### src/rtl/serial_addsub.sv
// Digit-serial WIDTH-bit adder/subtractor: DIGIT full-adder slices per cycle,
// carry registered between digits, start/ready/valid handshake.
module serial_addsub #(
   parameter int WIDTH = 32,
   parameter int DIGIT = 4
) (
   input  logic             clk_i,
   input  logic             rst_i,
   input  logic             start_i,
   input  logic             sub_i,
   input  logic [WIDTH-1:0] a_i,
   input  logic [WIDTH-1:0] b_i,
   output logic             ready_o,
   output logic             valid_o,
   output logic [WIDTH-1:0] sum_o,
   output logic             carry_o,
   output logic             ovf_o,
   output logic             zero_o
);

   localparam int N  = WIDTH / DIGIT;
   localparam int CW = (N > 1) ? $clog2(N) : 1;
   localparam logic [CW-1:0] LAST = CW'(N - 1);

   if (WIDTH < 2 || DIGIT < 1 || (WIDTH % DIGIT) != 0) begin : g_bad_param
      $error("serial_addsub: WIDTH must be >= 2 and a multiple of DIGIT");
   end

   typedef enum logic [1:0] {S_IDLE, S_RUN, S_DONE} state_t;

   state_t           state_q, state_d;
   logic [WIDTH-1:0] a_q, a_d, b_q, b_d, res_q, res_d, res_shift;
   logic [WIDTH-1:0] sum_q, sum_d;
   logic             cy_q, cy_d, carry_q, carry_d, ovf_q, ovf_d, zero_q, zero_d;
   logic [CW-1:0]    cnt_q, cnt_d;
   logic [DIGIT-1:0] dsum;
   logic [DIGIT:0]   c;

   // Ripple chain over the low digit of the operand shift registers.
   always_comb begin
      c    = '0;
      dsum = '0;
      c[0] = cy_q;
      for (int i = 0; i < DIGIT; i++) begin
         dsum[i]  = a_q[i] ^ b_q[i] ^ c[i];
         c[i + 1] = (a_q[i] & b_q[i]) | (c[i] & (a_q[i] ^ b_q[i]));
      end
   end

   assign res_shift = (res_q >> DIGIT) | (WIDTH'(dsum) << (WIDTH - DIGIT));

   always_comb begin
      state_d = state_q;
      a_d     = a_q;
      b_d     = b_q;
      res_d   = res_q;
      cy_d    = cy_q;
      cnt_d   = cnt_q;
      sum_d   = sum_q;
      carry_d = carry_q;
      ovf_d   = ovf_q;
      zero_d  = zero_q;
      case (state_q)
         S_IDLE, S_DONE: begin
            if (start_i) begin
               a_d     = a_i;
               b_d     = sub_i ? ~b_i : b_i;
               cy_d    = sub_i;
               cnt_d   = '0;
               state_d = S_RUN;
            end else begin
               state_d = S_IDLE;
            end
         end
         S_RUN: begin
            a_d   = a_q >> DIGIT;
            b_d   = b_q >> DIGIT;
            res_d = res_shift;
            cy_d  = c[DIGIT];
            cnt_d = cnt_q + 1'b1;
            if (cnt_q == LAST) begin
               // c[DIGIT-1] is the carry into bit WIDTH-1 on the MSB digit
               state_d = S_DONE;
               cnt_d   = '0;
               sum_d   = res_shift;
               carry_d = c[DIGIT];
               ovf_d   = c[DIGIT] ^ c[DIGIT - 1];
               zero_d  = (res_shift == '0);
            end
         end
         default: state_d = S_IDLE;
      endcase
   end

   always_ff @(posedge clk_i or posedge rst_i) begin
      if (rst_i) begin
         state_q <= S_IDLE;
         a_q     <= '0;
         b_q     <= '0;
         res_q   <= '0;
         cy_q    <= 1'b0;
         cnt_q   <= '0;
         sum_q   <= '0;
         carry_q <= 1'b0;
         ovf_q   <= 1'b0;
         zero_q  <= 1'b0;
      end else begin
         state_q <= state_d;
         a_q     <= a_d;
         b_q     <= b_d;
         res_q   <= res_d;
         cy_q    <= cy_d;
         cnt_q   <= cnt_d;
         sum_q   <= sum_d;
         carry_q <= carry_d;
         ovf_q   <= ovf_d;
         zero_q  <= zero_d;
      end
   end

   assign ready_o = (state_q != S_RUN);
   assign valid_o = (state_q == S_DONE);
   assign sum_o   = sum_q;
   assign carry_o = carry_q;
   assign ovf_o   = ovf_q;
   assign zero_o  = zero_q;

endmodule

### config.mk
export PLATFORM = sky130hd
export DESIGN_NAME = serial_addsub
export DESIGN_NICKNAME = d
export VERILOG_FILES = /design/src/rtl/serial_addsub.sv
export SDC_FILE = /design/constraint.sdc
export NUM_CORES = 1
export LEC_CHECK = 0
export BUFFER_PORTS_ARGS = -buffer_cell sky130_fd_sc_hd__buf_2
export CORE_MARGIN = 4
export CORE_UTILIZATION = 30
export DETAILED_ROUTE_END_ITERATION = 8
export GPL_TIMING_DRIVEN = 0
export SLEW_MARGIN = 20
export SYNTH_ARGS = -nofsm -noshare
export SYNTH_HDL_FRONTEND = slang
export SYNTH_SLANG_ARGS = --single-unit
### constraint.sdc
create_clock -name clk_i -period 4.5 [get_ports clk_i]
set_clock_uncertainty 0.2 [all_clocks]
set_input_delay 0.9 -clock clk_i [delete_from_list [all_inputs] [get_ports clk_i]]
set_output_delay 0.9 -clock clk_i [all_outputs]
set_load 0.1 [all_outputs]
**Yosys cells after proc, flatten, opt, wreduce, memory -nomap -nowiden**

Index checks and enable logic that the tools add are counted.

- Shifts and indexed selects: 0
- Reductions and logical operators: 6
- $lt $le $gt $ge: 0
- Multiply operators: 0
- Divide/modulo/power cells: 0
- Equality and inequality tests: 6
- Bitwise gates (word level): 23
- $add $sub $neg: 1
- Mux-type cells: 13

Operators by type and width:

| cell | count |
|---|---|
| $pmux 32 s2 | 2 |
| $mux 32 | 3 |
| $logic_not 32->1 | 1 |
| $not 32->32 | 1 |
| $or 28x32->32 | 1 |
| $xor 1x1->1 | 9 |
| $and 1x1->1 | 8 |
| $mux 3 | 2 |
| $pmux 3 s2 | 1 |
| $ne 2x2->1 const B | 2 |
| $or 1x1->1 | 4 |
| $pmux 2 s2 | 1 |
| $reduce_and 2->1 | 2 |
| $add 3x1->3 const B | 1 |
| $eq 3x3->1 const B | 1 |
| $eq 2x1->1 const B | 1 |
| $eq 2x2->1 const B | 1 |
| $logic_not 2->1 | 1 |
| $mux 1 | 2 |
| $mux 2 | 1 |
| $ne 2x1->1 const B | 1 |
| $pmux 1 s2 | 1 |
| $reduce_bool 2->1 | 1 |
| $reduce_or 2->1 | 1 |

- Logic and storage cells: 59
- Bits in writable memories: 0
- Bits in latches: 0
- Bits of input ports: 68
- Register bits after elaboration: 137
- Output and inout bits: 37
- Bits in read-only memories: 0
- Memories kept: 0

**Logic depth before layout (Yosys ltp)**

- Word-level depth: 10
- Gate-level depth with buffers: 9
- Depth with buffers taken out: 9

**Worst setup path after synthesis**

Ideal clock, no wire load.

- Kind: flip-flop to output port
- From: register state_q[0]
- To: output valid_o
- Cell stages (with the launch flop): 2
- Data required time: 3.400 ns
- Buffers on the path: 0
- Data arrival time: 1.731 ns
- Path slack: 1.669 ns
- Cell sequence: dfrtp_1 -> nor2b_1

- Longest elaborated chain between the ends: 1

Ends and longest elaborated chain:

| what | RTL line | RTL |
|---|---|---|
| from (decl) | 31 | `state_t state_q, state_d;` |
| from (signal assigned) | 108 | `state_q <= state_d;` |
| $eq 2x2->1 | 122 | `assign valid_o = (state_q == S_DONE);` |
| to (decl) | 14 | `output logic valid_o,` |

No other way between the ends.

**Final worst setup path**

- From: register state_q[0]
- To: output ready_o

- Longest elaborated chain between the ends: 1

Ends and longest elaborated chain:

| what | RTL line | RTL |
|---|---|---|
| $ne 2x1->1 | 121 | `assign ready_o = (state_q != S_RUN);` |
| to (decl) | 13 | `output logic ready_o,` |

No other way between the ends.

==> impl_results.md <==
* Setup ws final at 1420 ps
* Pleak at 0.00359 µW
* Core Region at 0.0188 mm²
* Fin. max-slew vios at 0
* Register Area at 0.00333 mm²
* Fin crit share at 0.683
* Antenna violations before repair at 0
* Compound-cell area share of the yosys netlist at 0.113
* Total CTS buffers at 17
* Area grow syn2layout at 27.1%
* Crit-path cells: and2b_1, buf_6, inv_2, buf_2, buf_2
* Yosys warning count at 0
* Critical path's largest stage delay at 460 ps
* Data arrival, critical path at 1980 ps
* Mux cell area share after synthesis at 0.0586
* Adder-cell share of the synthesized area at 0.0182
* Chip Height at 147 µm
* Worst EP required at 3400 ps
* Slowest cell on the critical path: buf_2
* Commonest non-fill, non-tap cell in the layout: dfrtp_1
* Unrepaired setup endpoints after global routing: no
* Mapped Nets at 587
* Drt wl/cell at 16.1 µm
* Syn Std Cell Area at 0.00576 mm²
* CP Capture Type: primary output
* Power Density at 892 mW/mm²
* Cts hold-fix bufs at 0
* Cell taking the most area after synthesis: dfrtp_1
* Vias in the first global route at 4469
* Worst Path Max Fanout at 10
* Htree depth at 4
* Antenna viol nets, final at 0
* First-pass GRT wire length at 23.6 mm
* Sequential share of the synthesized area at 0.578
* Rel. slew slack at 0.655
* Busiest layer in global routing: met2
* Clock network power share at 0.226
* Synth Area in XOR/XNOR at 0.0502
* Fin crit period at 3080 ps
* HP Class: primary input to async pin
* DRC at 0
* Maximum vdd drop at 0.295 mV
* Die ar. at 0.0215 mm²
* Worst path most repeated cell: buf_2
* Initial DRC count at 220
* Overflow left after global routing at 0
* TritonRoute pass-1 iters at 4
* Library cells used by synthesis at 33
* Least-Margin Pin Slew at 521 ps
* Synth top area cells: dfrtp_1, nand2_1, a221o_1
* Fillcell total at 1876
* Fin. Hold Viols at 0
* Clock slew at reported path FFs at 60 ps
* DP Worst Slack at 1840 ps
* IO Port Bufs at 103
* Final nets at 714
* Clock sink count at 133
* Die width at 147 µm
* Post-Route WL at 14.3 mm
* Post-DP HPWL at 10.5 mm
* Clk root buf: clkbuf_16
* Post-CTS Setup Inserts at 0
* FP Rows at 50
* Post-CTS sizing at 0
* GR met1 Demand/Resource at 0.190
* Path depth of the worst reg2reg path at 9
* Max-cap viol count at 0
* Ant. Diodes at 0
* Final setup vio count at 0
* Pin count of the biggest net entering global routing at 34
* Vias/cell at 4.85
* IO Count at 105
* CTS tree: done
* Setup TNS at 0 ps
* Post-synth top area share at 0.578
* Reg power frac at 0.325
* #FFs+latches synth at 133
* Initial Util at 0.307
* Syn Area/Cell at 11.2 µm²
* Internal at 3560 µW
* CTS max path bufs at 2
* Crit path kind: flop to primary output
* Share of cells above drive strength 1 at 0.300
* Status: completed
* Via count at 4304
* Sw Pwr at 2970 µW
* Net Sw Frac at 0.455
* Clock Latency Late Sink at 410 ps
* Combinational fraction of design power at 0.448
* Max Freq at 325 MHz
* Main combinational cell family by area after synthesis: simple AND/OR/NAND/NOR gates
* GRT met2 Usage at 0.219
* Routing usage on met3 at 0.0407
* Most frequent cells in the layout: dfrtp_1, buf_2, nand2_1
* RePlAce Congestion at 0.756
* Multi-input gate area at 0.00217 mm²
* GRT Overall Usage at 0.139
* Simple-Gate Fraction of Synth Area at 0.136
* Synth Instances at 513
* Worst Setup Start Kind: flop
## worst paths after layout
kind,slack [ps],to,start
worst max register to register,1920,zero_o,a_q[0]
worst min register to register,280,sum_o[5],sum_o[5]
worst min-delay path,260,res_q[10],rst_i
min in group clk_i,280,sum_o[5],sum_o[5]
max in group asynchronous,3030,a_q[23],rst_i
worst max-delay path,1420,ready_o,state_q[0]
## cell families after synthesis
family	Yosys count
AOI/OAI and AO/OA	76
adders and majority gates	6
xor gates and xnor gates	33
and+or+nand+nor	186
buffers and inverters	49
DFF	133
muxes	30
## power by group through the flow
stage	clock network, µW	logic, µW	registers (µW)
2_1_floorplan	0	1320	3090
3_3_place_gp	0	2900	2130
3_5_place_dp	0	2960	2140
4_1_cts	1510	2970	2130
5_1_grt	1570	3180	2200
6_report	1480	2930	2120
## per-layer routing
metal  vias to the layer above  wire (µm)  part of all wire
met1                      2140       6590              0.46
met3                         7        877             0.061
met4                         0        102            0.0071
met5                         -          0                 0
met2                       122       6760              0.47
li1                       2035          -                 -
## per-stage QoR
stage	instance area (µm²)	instances	util	total power, µW	hold WS, ps
6_report	7320	887	0.390	6530	263
5_1_grt	7320	887	0.390	6950	274
4_1_cts	7320	887	0.390	6610	253
3_5_place_dp	6690	855	0.356	5100	271
3_3_place_gp	6570	850	0.350	5030	258
2_1_floorplan	5770	513	-	4410	262
## critical path: cells and delay by family (launching register included)
kind,cells,cell delay [ps]
buffers and inverters,4,960
DFF,1,420
and+or+nand+nor,1,180
## flip-flops by register name (all words and copies together), names as in the netlist
signal / flops
cnt_q: 3
carry_o: 1
res_q: 28
b_q: 32
state_q: 2
cy_q: 1
sum_o: 32
zero_o: 1
ovf_o: 1
a_q: 32
## Yosys cell counts (all sizes together)
cell,count
dfrtp,133
nand2,112
buf,33
a221o,31
nor2,31
mux2,30
xnor2,28
a22oi,26
nand3,26
inv,11
a22o,9
nor4,7
o21ai,7
clkbuf,5
xor2,5
fa,4
nor3,3
and2b,2
ha,2
nand4,2
a21o,1
a32o,1
nand2b,1
nand3b,1
nor2b,1
o41ai,1
## cell type report
class,instances,area share
Sequential cell,133,0.454
Multi-Input combinational cell,331,0.296
Timing Repair Buffer,108,0.0861
Clock buffer,21,0.0629
Tap cell,234,0.0400
Buffer,38,0.0306
Clock inverter,11,0.0237
Inverter,11,0.00615
(Power assumes the default switching activity.)
